--- src/rtl/player_input_sched.sv ---
// player_input_sched
// Turns decoded PS/2 key events into rate-limited single-cycle game
// commands and owns the top-level run state of the game.
//
// Ports:
//   clk          system clock
//   rst          synchronous active-high reset (clears all state and outputs)
//   key_valid    one-cycle strobe qualifying key_code / key_break
//   key_code     scan code: 0x6B left, 0x74 right, 0x29 space, 0x5A enter
//   key_break    1 = release, 0 = make
//   missile_busy player missile in flight; inhibits fire
//   player_dead  level, player destroyed
//   move_left    one-cycle step-left command
//   move_right   one-cycle step-right command
//   fire         one-cycle missile spawn command
//   game_rst     one-cycle datapath reset pulse
//   state        00 IDLE, 01 PLAY, 10 PAUSE, 11 OVER
//   held         {space, right, left} held-key flags
module player_input_sched #(
  parameter int MOVE_DIV      = 500000,
  parameter int FIRE_COOLDOWN = 2500000,
  parameter int CNT_W         = 23
) (
  input  logic       clk,
  input  logic       rst,
  input  logic       key_valid,
  input  logic [7:0] key_code,
  input  logic       key_break,
  input  logic       missile_busy,
  input  logic       player_dead,
  output logic       move_left,
  output logic       move_right,
  output logic       fire,
  output logic       game_rst,
  output logic [1:0] state,
  output logic [2:0] held
);

  localparam logic [1:0] ST_IDLE  = 2'b00;
  localparam logic [1:0] ST_PLAY  = 2'b01;
  localparam logic [1:0] ST_PAUSE = 2'b10;
  localparam logic [1:0] ST_OVER  = 2'b11;

  localparam logic [1:0] DIR_NONE  = 2'b00;
  localparam logic [1:0] DIR_LEFT  = 2'b01;
  localparam logic [1:0] DIR_RIGHT = 2'b10;

  localparam logic [7:0] KEY_LEFT  = 8'h6B;
  localparam logic [7:0] KEY_RIGHT = 8'h74;
  localparam logic [7:0] KEY_SPACE = 8'h29;
  localparam logic [7:0] KEY_ENTER = 8'h5A;

  localparam logic [CNT_W-1:0] MOVE_LAST = CNT_W'(MOVE_DIV - 1);
  localparam logic [CNT_W-1:0] FIRE_LOAD = CNT_W'(FIRE_COOLDOWN - 1);

  logic             enter_p1;
  logic [CNT_W-1:0] move_cnt;
  logic [CNT_W-1:0] cooldown;
  logic [1:0]       dir_prev;

  logic [1:0]       state_nxt;
  logic             restart;
  logic [2:0]       held_nxt;
  logic [1:0]       dir;
  logic             step;
  logic [CNT_W-1:0] move_cnt_nxt;
  logic [1:0]       dir_prev_nxt;
  logic             move_left_nxt;
  logic             move_right_nxt;
  logic             fire_nxt;
  logic [CNT_W-1:0] cooldown_nxt;

  // Run-state sequencing on the registered enter event. A death in PLAY
  // takes priority over a simultaneous enter.
  always_comb begin
    state_nxt = state;
    restart   = 1'b0;
    case (state)
      ST_IDLE: begin
        if (enter_p1) begin
          state_nxt = ST_PLAY;
          restart   = 1'b1;
        end
      end
      ST_PLAY: begin
        if (player_dead)   state_nxt = ST_OVER;
        else if (enter_p1) state_nxt = ST_PAUSE;
      end
      ST_PAUSE: begin
        if (enter_p1) state_nxt = ST_PLAY;
      end
      default: begin
        if (enter_p1) begin
          state_nxt = ST_PLAY;
          restart   = 1'b1;
        end
      end
    endcase
  end

  // Held-key tracking runs in every state; a restart wipes it so a new
  // game never starts with stale keys.
  always_comb begin
    held_nxt = held;
    if (key_valid) begin
      case (key_code)
        KEY_LEFT:  held_nxt[0] = ~key_break;
        KEY_RIGHT: held_nxt[1] = ~key_break;
        KEY_SPACE: held_nxt[2] = ~key_break;
        default:   held_nxt    = held;
      endcase
    end
    if (restart) held_nxt = 3'b000;
  end

  always_comb begin
    case (held[1:0])
      2'b01:   dir = DIR_LEFT;
      2'b10:   dir = DIR_RIGHT;
      default: dir = DIR_NONE;
    endcase
  end

  // A fresh direction steps immediately; a sustained one steps when the
  // counter reaches its last value.
  assign step = (dir != DIR_NONE) && ((dir != dir_prev) || (move_cnt == MOVE_LAST));

  always_comb begin
    move_cnt_nxt   = move_cnt;
    dir_prev_nxt   = dir_prev;
    move_left_nxt  = 1'b0;
    move_right_nxt = 1'b0;
    if (state == ST_PLAY) begin
      dir_prev_nxt   = dir;
      move_left_nxt  = step && (dir == DIR_LEFT);
      move_right_nxt = step && (dir == DIR_RIGHT);
      if (step || dir == DIR_NONE) move_cnt_nxt = '0;
      else                         move_cnt_nxt = move_cnt + 1'b1;
    end else if (state != ST_PAUSE || restart) begin
      // IDLE and OVER keep the movement state parked at zero; PAUSE freezes it.
      move_cnt_nxt = '0;
      dir_prev_nxt = DIR_NONE;
    end
  end

  // missile_busy is sampled in the decision cycle, so busy rising while
  // the pulse is already on the output cannot retract it.
  always_comb begin
    fire_nxt     = 1'b0;
    cooldown_nxt = cooldown;
    if (state == ST_PLAY) begin
      fire_nxt = held[2] && !missile_busy && (cooldown == '0);
      if (fire_nxt)              cooldown_nxt = FIRE_LOAD;
      else if (cooldown != '0)   cooldown_nxt = cooldown - 1'b1;
    end else if (state != ST_PAUSE || restart) begin
      cooldown_nxt = '0;
    end
  end

  // Stage p0 -> p1: register enter event, commands, and all state.
  always_ff @(posedge clk) begin
    if (rst) begin
      enter_p1   <= 1'b0;
      state      <= ST_IDLE;
      held       <= 3'b000;
      move_cnt   <= '0;
      cooldown   <= '0;
      dir_prev   <= DIR_NONE;
      move_left  <= 1'b0;
      move_right <= 1'b0;
      fire       <= 1'b0;
      game_rst   <= 1'b0;
    end else begin
      enter_p1   <= key_valid && (key_code == KEY_ENTER) && !key_break;
      state      <= state_nxt;
      held       <= held_nxt;
      move_cnt   <= move_cnt_nxt;
      cooldown   <= cooldown_nxt;
      dir_prev   <= dir_prev_nxt;
      move_left  <= move_left_nxt;
      move_right <= move_right_nxt;
      fire       <= fire_nxt;
      game_rst   <= restart;
    end
  end

endmodule
--- config.mk ---
export PLATFORM = sky130hd
export DESIGN_NAME = player_input_sched
export DESIGN_NICKNAME = d
export VERILOG_FILES = /design/src/rtl/player_input_sched.sv
export SDC_FILE = /design/constraint.sdc
export NUM_CORES = 1
export LEC_CHECK = 0
export CAP_MARGIN = 0
export CORE_MARGIN = 8
export CORE_UTILIZATION = 58
export DETAILED_ROUTE_END_ITERATION = 7
export GPL_ROUTABILITY_DRIVEN = 0
export PLACE_DENSITY = 0.79
export SLEW_MARGIN = 40
export SYNTH_ARGS = -nofsm -noshare
export SYNTH_HDL_FRONTEND = slang
export SYNTH_SLANG_ARGS = --single-unit
--- constraint.sdc ---
create_clock -name clk -period 2.89 [get_ports clk]
set_clock_uncertainty 0.15 [all_clocks]
set_input_delay 0.578 -clock clk [delete_from_list [all_inputs] [get_ports clk]]
set_output_delay 0.578 -clock clk [all_outputs]
set_load 0.01 [all_outputs]
== Word level (Yosys, flattened, before mapping) ==
Index checks and enable logic that the tools add are counted.
Widths: inputs -> output; s select.

* Word-level logic and storage cells: 72
* Register bits after elaboration: 58
* Input port bits: 14
* Output and inout port bits: 9

* Mux-type cells: 15
* Equal/unequal tests: 14
* $add $sub $neg: 2
* Bitwise operators: 2
* Reduce and logical (&&, ||, !) cells: 27

{| class="wikitable"
|+ Operators by type and width
! kind !! number
|-
| $mux 23 || 6
|-
| $eq 8x7->1 const B || 3
|-
| $add 23x1->23 const B || 1
|-
| $eq 23x19->1 const B || 1
|-
| $logic_not 23->1 || 1
|-
| $reduce_bool 23->1 || 1
|-
| $sub 23x1->23 const B || 1
|-
| $mux 2 || 6
|-
| $reduce_and 2->1 || 5
|-
| $eq 8x6->1 const B || 1
|-
| $reduce_bool 2->1 || 4
|-
| $logic_and 1x1->1 || 7
|-
| $eq 2x1->1 const B || 3
|-
| $eq 2x2->1 const B || 3
|-
| $reduce_or 2->1 || 3
|-
| $pmux 2 s2 || 1
|-
| $logic_or 1x1->1 || 3
|-
| $ne 3x1->1 const B || 1
|-
| $logic_not 1->1 || 2
|-
| $logic_not 2->1 || 1
|-
| $mux 1 || 2
|-
| $ne 2x2->1 || 1
|-
| $ne 2x2->1 const B || 1
|-
| $not 1->1 || 2
|}

== Depth between registers and ports, before layout ==
Gate-level depths: netlist (run 1).

* Word-level depth: 8
* Mapped depth: 8
* Depth with buffers taken out: 7

== Worst setup path before layout (run 1) ==
No wires, ideal clock.

* Path kind: register to register
* From: register state[0]
* To: register move_cnt[20]
* Setup slack: 340 ps
* Buffers on the path: 1
* Arrival time: 2326 ps
* Setup time: 74 ps
* Required time: 2666 ps
* Cell stages (with the launch flop): 9
* Clock period less this slack: 2550 ps
* Cells stage by stage: dfxtp_1 inv_1 ha_1 or3b_4 or4_4 a21o_4 buf_6 o31a_1 a31oi_1

* Longest elaborated chain between the ends: 5
* Elaborated cells between the ends (all ways): 8
* Those cells by class: 3 x eq/ne; 2 x mux; 3 x reduce/logical

{| class="wikitable"
|+ RTL lines
! element !! RTL line !! text
|-
| start: declaration || 35 || <nowiki>output logic [1:0] state,</nowiki>
|-
| start signal: assignment || 175 || <nowiki>state <= state_nxt;</nowiki>
|-
| $eq 2x1->1 / $eq 2x2->1 (equally long branches) || 78, 133 ||
|-
| $reduce_or 2->1 (no line) || - ||
|-
| $mux 1 || - ||
|-
| $logic_or 1x1->1 || 139 || <nowiki>end else if (state != ST_PAUSE || restart) begin</nowiki>
|-
| $reduce_bool 2->1 (no line) || - ||
|-
| end signal: assignment || 177 || <nowiki>move_cnt <= move_cnt_nxt;</nowiki>
|-
| end: declaration || 57 || <nowiki>logic [CNT_W-1:0] move_cnt;</nowiki>
|}

Several ways; a longest one is shown, not always the timed one.
A chain may end at the register's enable or synchronous reset.

== Final worst setup path (run 1) ==
* From: register cooldown[6]
* To: register cooldown[12]

* Longest elaborated chain between the ends: 4
* Elaborated cells between the ends (all ways): 9
* Those cells by class: 1 x add/sub; 1 x eq/ne; 3 x mux; 4 x reduce/logical

{| class="wikitable"
|+ RTL lines
! element !! RTL line !! text
|-
| start: declaration || 58 || <nowiki>logic [CNT_W-1:0] cooldown;</nowiki>
|-
| start signal: assignment || 178 || <nowiki>cooldown <= cooldown_nxt;</nowiki>
|-
| $sub 23x1->23 / $logic_not 23->1 (equally long branches) || 154, 152 ||
|-
| $mux 23 / $logic_and 1x1->1 (equally long branches) || 154, 152 ||
|-
| $mux 23 / $ne 3x1->1 (equally long branches) || - ||
|-
| $mux 23 / $reduce_and 2->1 (equally long branches) || - ||
|}

Several ways; a longest one is shown, not always the timed one. The select of a mux whose other input is x is not followed.

==> impl_metrics.ini, run 1 <==
[floorplan]
dieHeight_um = 89.5
boundaryPins = 23
design.die.area_um2 = 8020
die_width_um = 89.5
num_rows = 26
core-area_um2 = 5170
effective_utilization_at_floorplan_pct = 60.6

[synthesis]
synth.avg_cell_area_um2 = 8.36
synth.cell_area_um2 = 3140
postSynthCellCount = 375
number_of_enable_type_register_cells_in_the_synthesized_netlist = 0
ys_seq_area_share_pct = 37.0
ys_warn_count = 0
number_of_nets_produced_by_synthesis = 397
synth.ff_latch_count = 58
synth_flop_cell = dfxtp_1
synthArstFlopShare_pct = 0
synth.lib_cells_used.distinct = 62

[timing]
finalHoldViolCount = 0
final.period_utilization_pct = 88.5
timing.final.crit_period_ns = 2.56
setup_repair_after_global_routing_missed_its_margin = false
maxClockFrequency_ghz = 0.391
setup_viol_count_final = 0
timing.final.max_slew_violations = 0
transition_time_at_the_pin_with_the_least_slew_margin_ns = 0.708
slew-limit-headroom_pct = 52.4
setup_total_negative_slack_ns = 0

[cts]
clkTransAtPathRegs_ns = 0.06
cts_max_level = 3
clock_tree_from_tritoncts = built
cts.path.max_buffers = 2
tritoncts.num_buffers = 9
root_buffer = clkbuf_8
cts.sinks = 58
insertion_delay_ns = 0.33

[layout]
layout.nets = 426
fillerInstances = 428
n_antenna_cell = 0
area_growth_syn_to_layout_pct = 16.2
drive_above_1_share_pct = 10.0

[global_route]
gr-usage-met2_pct = 31.2
groute.layer.met3.usage_pct = 6.25
globalRoute.totalOverflow = 0
global_route.peak_usage_layer = met2
grtUsageMet1_pct = 27.2
first_global_vias = 2816
grt_antenna_before_repair = 0
grt_max_degree = 27
grt_pass1_wl_um = 13000
gr-usage-all-layers_pct = 20.7

[power]
power.ir.vdd_worst_v = 0.000310
power-per-cell-area_nw_per_um2 = 420
power_uw = 1530
p_leak_uw = 0.00132

[critical_path]
cp-start-kind = register
reg2reg_setup_slack_ns = 0.33
r2r_cells = 5
reg2reg_to = cooldown[12]
end_kind = register
timing.rr.start = cooldown[6]
criticalPathCategory = reg -> reg
cp.arrival_ns = 2.63
worst-path-max-fanout = 9
cp_data_required_time_ns = 2.96

[status]
status = finished clean

[placed_design]
placement.io_buffers = 22
dp_hpwl_um = 5300

[detailed_routing]
route.detailed.wl_per_inst_um = 15.8
drt-pass1-iter-count = 5
antenna_violating_nets_remaining = 0
totalWireLength_um = 7570
routed-via-count = 2988
detail_route.iter0.violations = 253
viasPerCell = 6.24
route.detailed.drc = 0

[worst_hold_path]
hold_class = reg -> reg
timing.hold.worst.start = cooldown[22]
hold-path-endpoint = cooldown[22]
min_path_cells = 1

[run]
drv_cap = 0
==> metrics by stage <==
| stage | utilization, % | area (µm²) | setup slack [ns] | std cells | hold WS [ns] |
|---|---|---|---|---|---|
| global route | 70.5 | 3650 | 0.137 | 479 | 0.349 |
| detailed placement | 66.7 | 3450 | 0.00372 | 463 | 0.323 |
| finish | 70.5 | 3650 | 0.333 | 479 | 0.331 |
| CTS | 70.3 | 3630 | 0.224 | 479 | 0.331 |
| global placement | 66.7 | 3450 | 0.0586 | 463 | 0.311 |
| floorplan | - | 3140 | 0.340 | 375 | 0.297 |
==> flip-flops by register name, summed over array words and instances, names as in the netlist <==
signal / cells
state: 2
move_cnt: 23
enter_p1: 1
move_right: 1
dir_prev: 2
move_left: 1
fire: 1
game_rst: 1
cooldown: 23
held: 3
==> layer usage <==
layer  up-vias  wire (µm)
met3         9        488
met1      1396       3550
met2       113       3450
li1       1470          -
met4         0         76
met5         -          0
==> placed cells by master, fill, tap and decap left out, types with 11 or more instances in the layout <==
master and n:
clkdlybuf4s50_1 22, o21ai_0 24, nor2_1 28, a21oi_1 27, nand3_1 13, buf_4 12, dfxtp_1 58, inv_1 19
or3_1 11, clkbuf_8 12, nand2_1 17, a31oi_1 12
==> critical path, cell delays in order (launching register included) <==
cell and delay (ns):
dfxtp_1 0.35, nor4_1 0.53, nand3_1 0.44, o41ai_4 0.53, o22ai_1 0.16, mux2_2 0.29
==> cell type report <==
class,count,area [µm²],area share (%)
inverter,19,71.3,1.96
multi-input combinational,282,1830,50.3
tap,70,87.6,2.40
clock inverter,2,10.0,0.275
sequential,58,1160,31.8
timing repair buffer,34,310,8.51
clock buffer,14,173,4.74
==> what timing repair did <==
| item | 4_1_cts | 5_1_grt |
|---|---|---|
| endpoints found under the setup margin | 0 | 1 |
| gates resized for setup | 0 | 1 |
| hold buffers | 0 | 0 |
| setup buffers | 0 | 0 |
==> cells by family (layout without fill, tap and decap cells) <==
family	count (synthesis)	after routing	synth area share, %
compound gates	114	114	24.4
xor+xnor	6	6	1.68
fa+ha+maj	8	8	3.19
buf+inv	35	69	4.99
flops	58	58	37.0
mux	4	4	1.32
simple gates	150	150	27.4
==> worst max-delay path by stage <==
stage,from,endpoint,cells after the start
floorplan,state[0],move_cnt[20],8
global placement,rst,move_cnt[20],6
detailed placement,rst,move_cnt[20],6
CTS,cooldown[6],cooldown[12],5
global route,cooldown[0],cooldown[12],7
finish,cooldown[6],cooldown[12],5
==> power by group <==
group / total (µW) / internal (µW) / switching, µW
combinational: 37.1 / 21.8 / 15.3
clock: 695 / 380 / 315
sequential: 801 / 800 / 0.898
==> synth_stat cells (4+ instances only) <==
cell / number / area share, %
or3_1: 11 / 2.2
nor2b_1: 8 / 1.6
nand2b_1: 10 / 2.0
nand3_1: 13 / 2.1
clkbuf_1: 10 / 1.2
nor4_1: 9 / 1.8
o21ai_0: 24 / 3.8
xor2_1: 4 / 1.1
and3_1: 8 / 1.6
nor2_1: 28 / 3.4
a22o_1: 7 / 2.0
a31oi_1: 12 / 2.4
nand4_1: 9 / 1.8
o22ai_1: 6 / 1.2
dfxtp_1: 58 / 37
or4_1: 5 / 1.2
inv_1: 19 / 2.3
ha_1: 8 / 3.2
nor3_1: 10 / 1.6
and4_1: 4 / 1.1
a21o_1: 6 / 1.4
nand2_1: 17 / 2.0
a21oi_1: 27 / 4.3
(Power assumes the default switching activity.)
==> run 2: changes to the inputs <==
--- a/config.mk
+++ b/config.mk
@@ -6,6 +6,7 @@
 export NUM_CORES = 1
 export LEC_CHECK = 0
 export CAP_MARGIN = 0
+export CORE_ASPECT_RATIO = 0.9
 export CORE_MARGIN = 8
 export CORE_UTILIZATION = 58
 export DETAILED_ROUTE_END_ITERATION = 7
==> run 2 against run 1 <==
  * Routed wire length rose by 2.7%
  * First-iteration DRC count grew 30%
  * Clock power rose by 2%
  * Non-clock buffer count grew 1
  * Power grew 1.2%
  * Maximum frequency rose by 1.0%
  * Largest cell class unchanged
  * Cell area is essentially flat
  * Worst setup slack better by 0.026 ns
  * Highest routed layer unchanged
==> impl_metrics.ini, run 2 (synthesis gave the netlist of run 1 again) <==
[floorplan]
effective_utilization_at_floorplan_pct = 60.0
boundaryPins = 23
design.die.area_um2 = 8020
core-area_um2 = 5220
dieHeight_um = 85.8
num_rows = 25
die_width_um = 93.5

[run]
drv_cap = 0

[cts]
clkTransAtPathRegs_ns = 0.06
clock_tree_from_tritoncts = built
cts.sinks = 58
post_cts_resize_count = 0
post_cts_hold_buffer_count = 0
cts_max_level = 3
tritoncts.num_buffers = 9
cts.path.max_buffers = 2
insertion_delay_ns = 0.35
post_cts.repair.setup_buffers = 0
root_buffer = clkbuf_8

[detailed_routing]
antenna_violating_nets_remaining = 0
detail_route.iter0.violations = 330
drt-pass1-iter-count = 5
route.detailed.drc = 0
route.detailed.wl_per_inst_um = 16.3
totalWireLength_um = 7770
routed-via-count = 3007
viasPerCell = 6.32

[timing]
slew-limit-headroom_pct = 47.1
finalHoldViolCount = 0
setup_total_negative_slack_ns = 0
timing.final.max_slew_violations = 0
timing.final.crit_period_ns = 2.53
transition_time_at_the_pin_with_the_least_slew_margin_ns = 0.788
final.period_utilization_pct = 87.6
setup_repair_after_global_routing_missed_its_margin = false
setup_viol_count_final = 0
fin_ws_ns = 0.358
maxClockFrequency_ghz = 0.395

[worst_hold_path]
hold_class = reg -> reg

[critical_path]
end_kind = register
worst-path-max-fanout = 14
criticalPathCategory = reg -> reg
cp.arrival_ns = 2.66
timing.critical_path.slowest_cell_delay_ns = 0.54
cp-start-kind = register
cp_data_required_time_ns = 3.02
cp_buf_inv_count = 1
delay_heaviest_family_cp = simple AND/OR/NAND/NOR gates
critical-path-slowest-cell = or4_4
crit_chain = inv_1, ha_1, or3b_4, or4_4, a21o_4, o31a_1, a31oi_1

[global_route]
global_route.peak_usage_layer = met2
grt_max_degree = 27
gr-usage-all-layers_pct = 20.7
first_global_vias = 2765
gr-usage-met2_pct = 29.2
globalRoute.totalOverflow = 0
grt_antenna_before_repair = 0
grtUsageMet1_pct = 27.5
groute.layer.met3.usage_pct = 7.85
grt_pass1_wl_um = 13400

[power]
p_leak_uw = 0.00133
power-per-cell-area_nw_per_um2 = 426
power.ir.vdd_worst_v = 0.000286

[layout]
commonest_non_fill_non_tap_cells_in_the_layout = 58 x dfxtp_1, 28 x nor2_1, 27 x a21oi_1, 24 x o21ai_0, 22 x clkdlybuf4s50_1
layout.nets = 427
largest_registers = cooldown x23, move_cnt x23, held x3
fin_area_um2 = 3640
final_common_cell = dfxtp_1
fillerInstances = 412
instances_no_fill = 476
drive_above_1_share_pct = 10.5
area_growth_syn_to_layout_pct = 16.2
n_antenna_cell = 0

[placed_design]
dp_hpwl_um = 5340
post_placement_worst_setup_slack_ns = 0.0442
placement.io_buffers = 22
dpl-instance-area_um2 = 3460
placedCellCount = 461

[status]
status = finished clean
run 2: final cells by class:
type | instances | area [µm²] | share of cell area (%)
Clock buffer | 13 | 179 | 4.91
Clock inverter | 2 | 10.0 | 0.275
Inverter | 19 | 71.3 | 1.96
Multi-Input combinational cell | 282 | 1820 | 50.0
Sequential cell | 58 | 1160 | 31.9
Tap cell | 67 | 83.8 | 2.30
Timing Repair Buffer | 35 | 318 | 8.72
run 2: through the flow:
| step | util [%] | power (µW) | hold WS [ns] |
|---|---|---|---|
| floorplan | - | 832 | 0.297 |
| global placement | 66.1 | 855 | 0.315 |
| detailed placement | 66.2 | 856 | 0.325 |
| CTS | 69.8 | 1570 | 0.333 |
| global route | 69.8 | 1610 | 0.343 |
| finish | 69.8 | 1550 | 0.333 |
run 2: worst paths after layout:
check | from | slack (ns) | cells after the start | end
worst max register to register | state[0] | 0.36 | 7 | move_cnt[20]
worst max-delay path | state[0] | 0.36 | 7 | move_cnt[20]
worst min-delay path | cooldown[22] | 0.33 | 1 | cooldown[22]
worst min register to register | cooldown[22] | 0.33 | 1 | cooldown[22]
run 2: power by group:
group          internal, µW  total (µW)  switching [µW]
Combinational          21.8        37.9            16.0
Sequential              800         801            1.10
Clock                   397         712             315
run 2: layer usage:
layer | vias up | part of all wire, %
met1 | 1387 | 48
met3 | 17 | 7.7
met5 | - | 0
met2 | 130 | 42
met4 | 0 | 2.0
li1 | 1473 | -
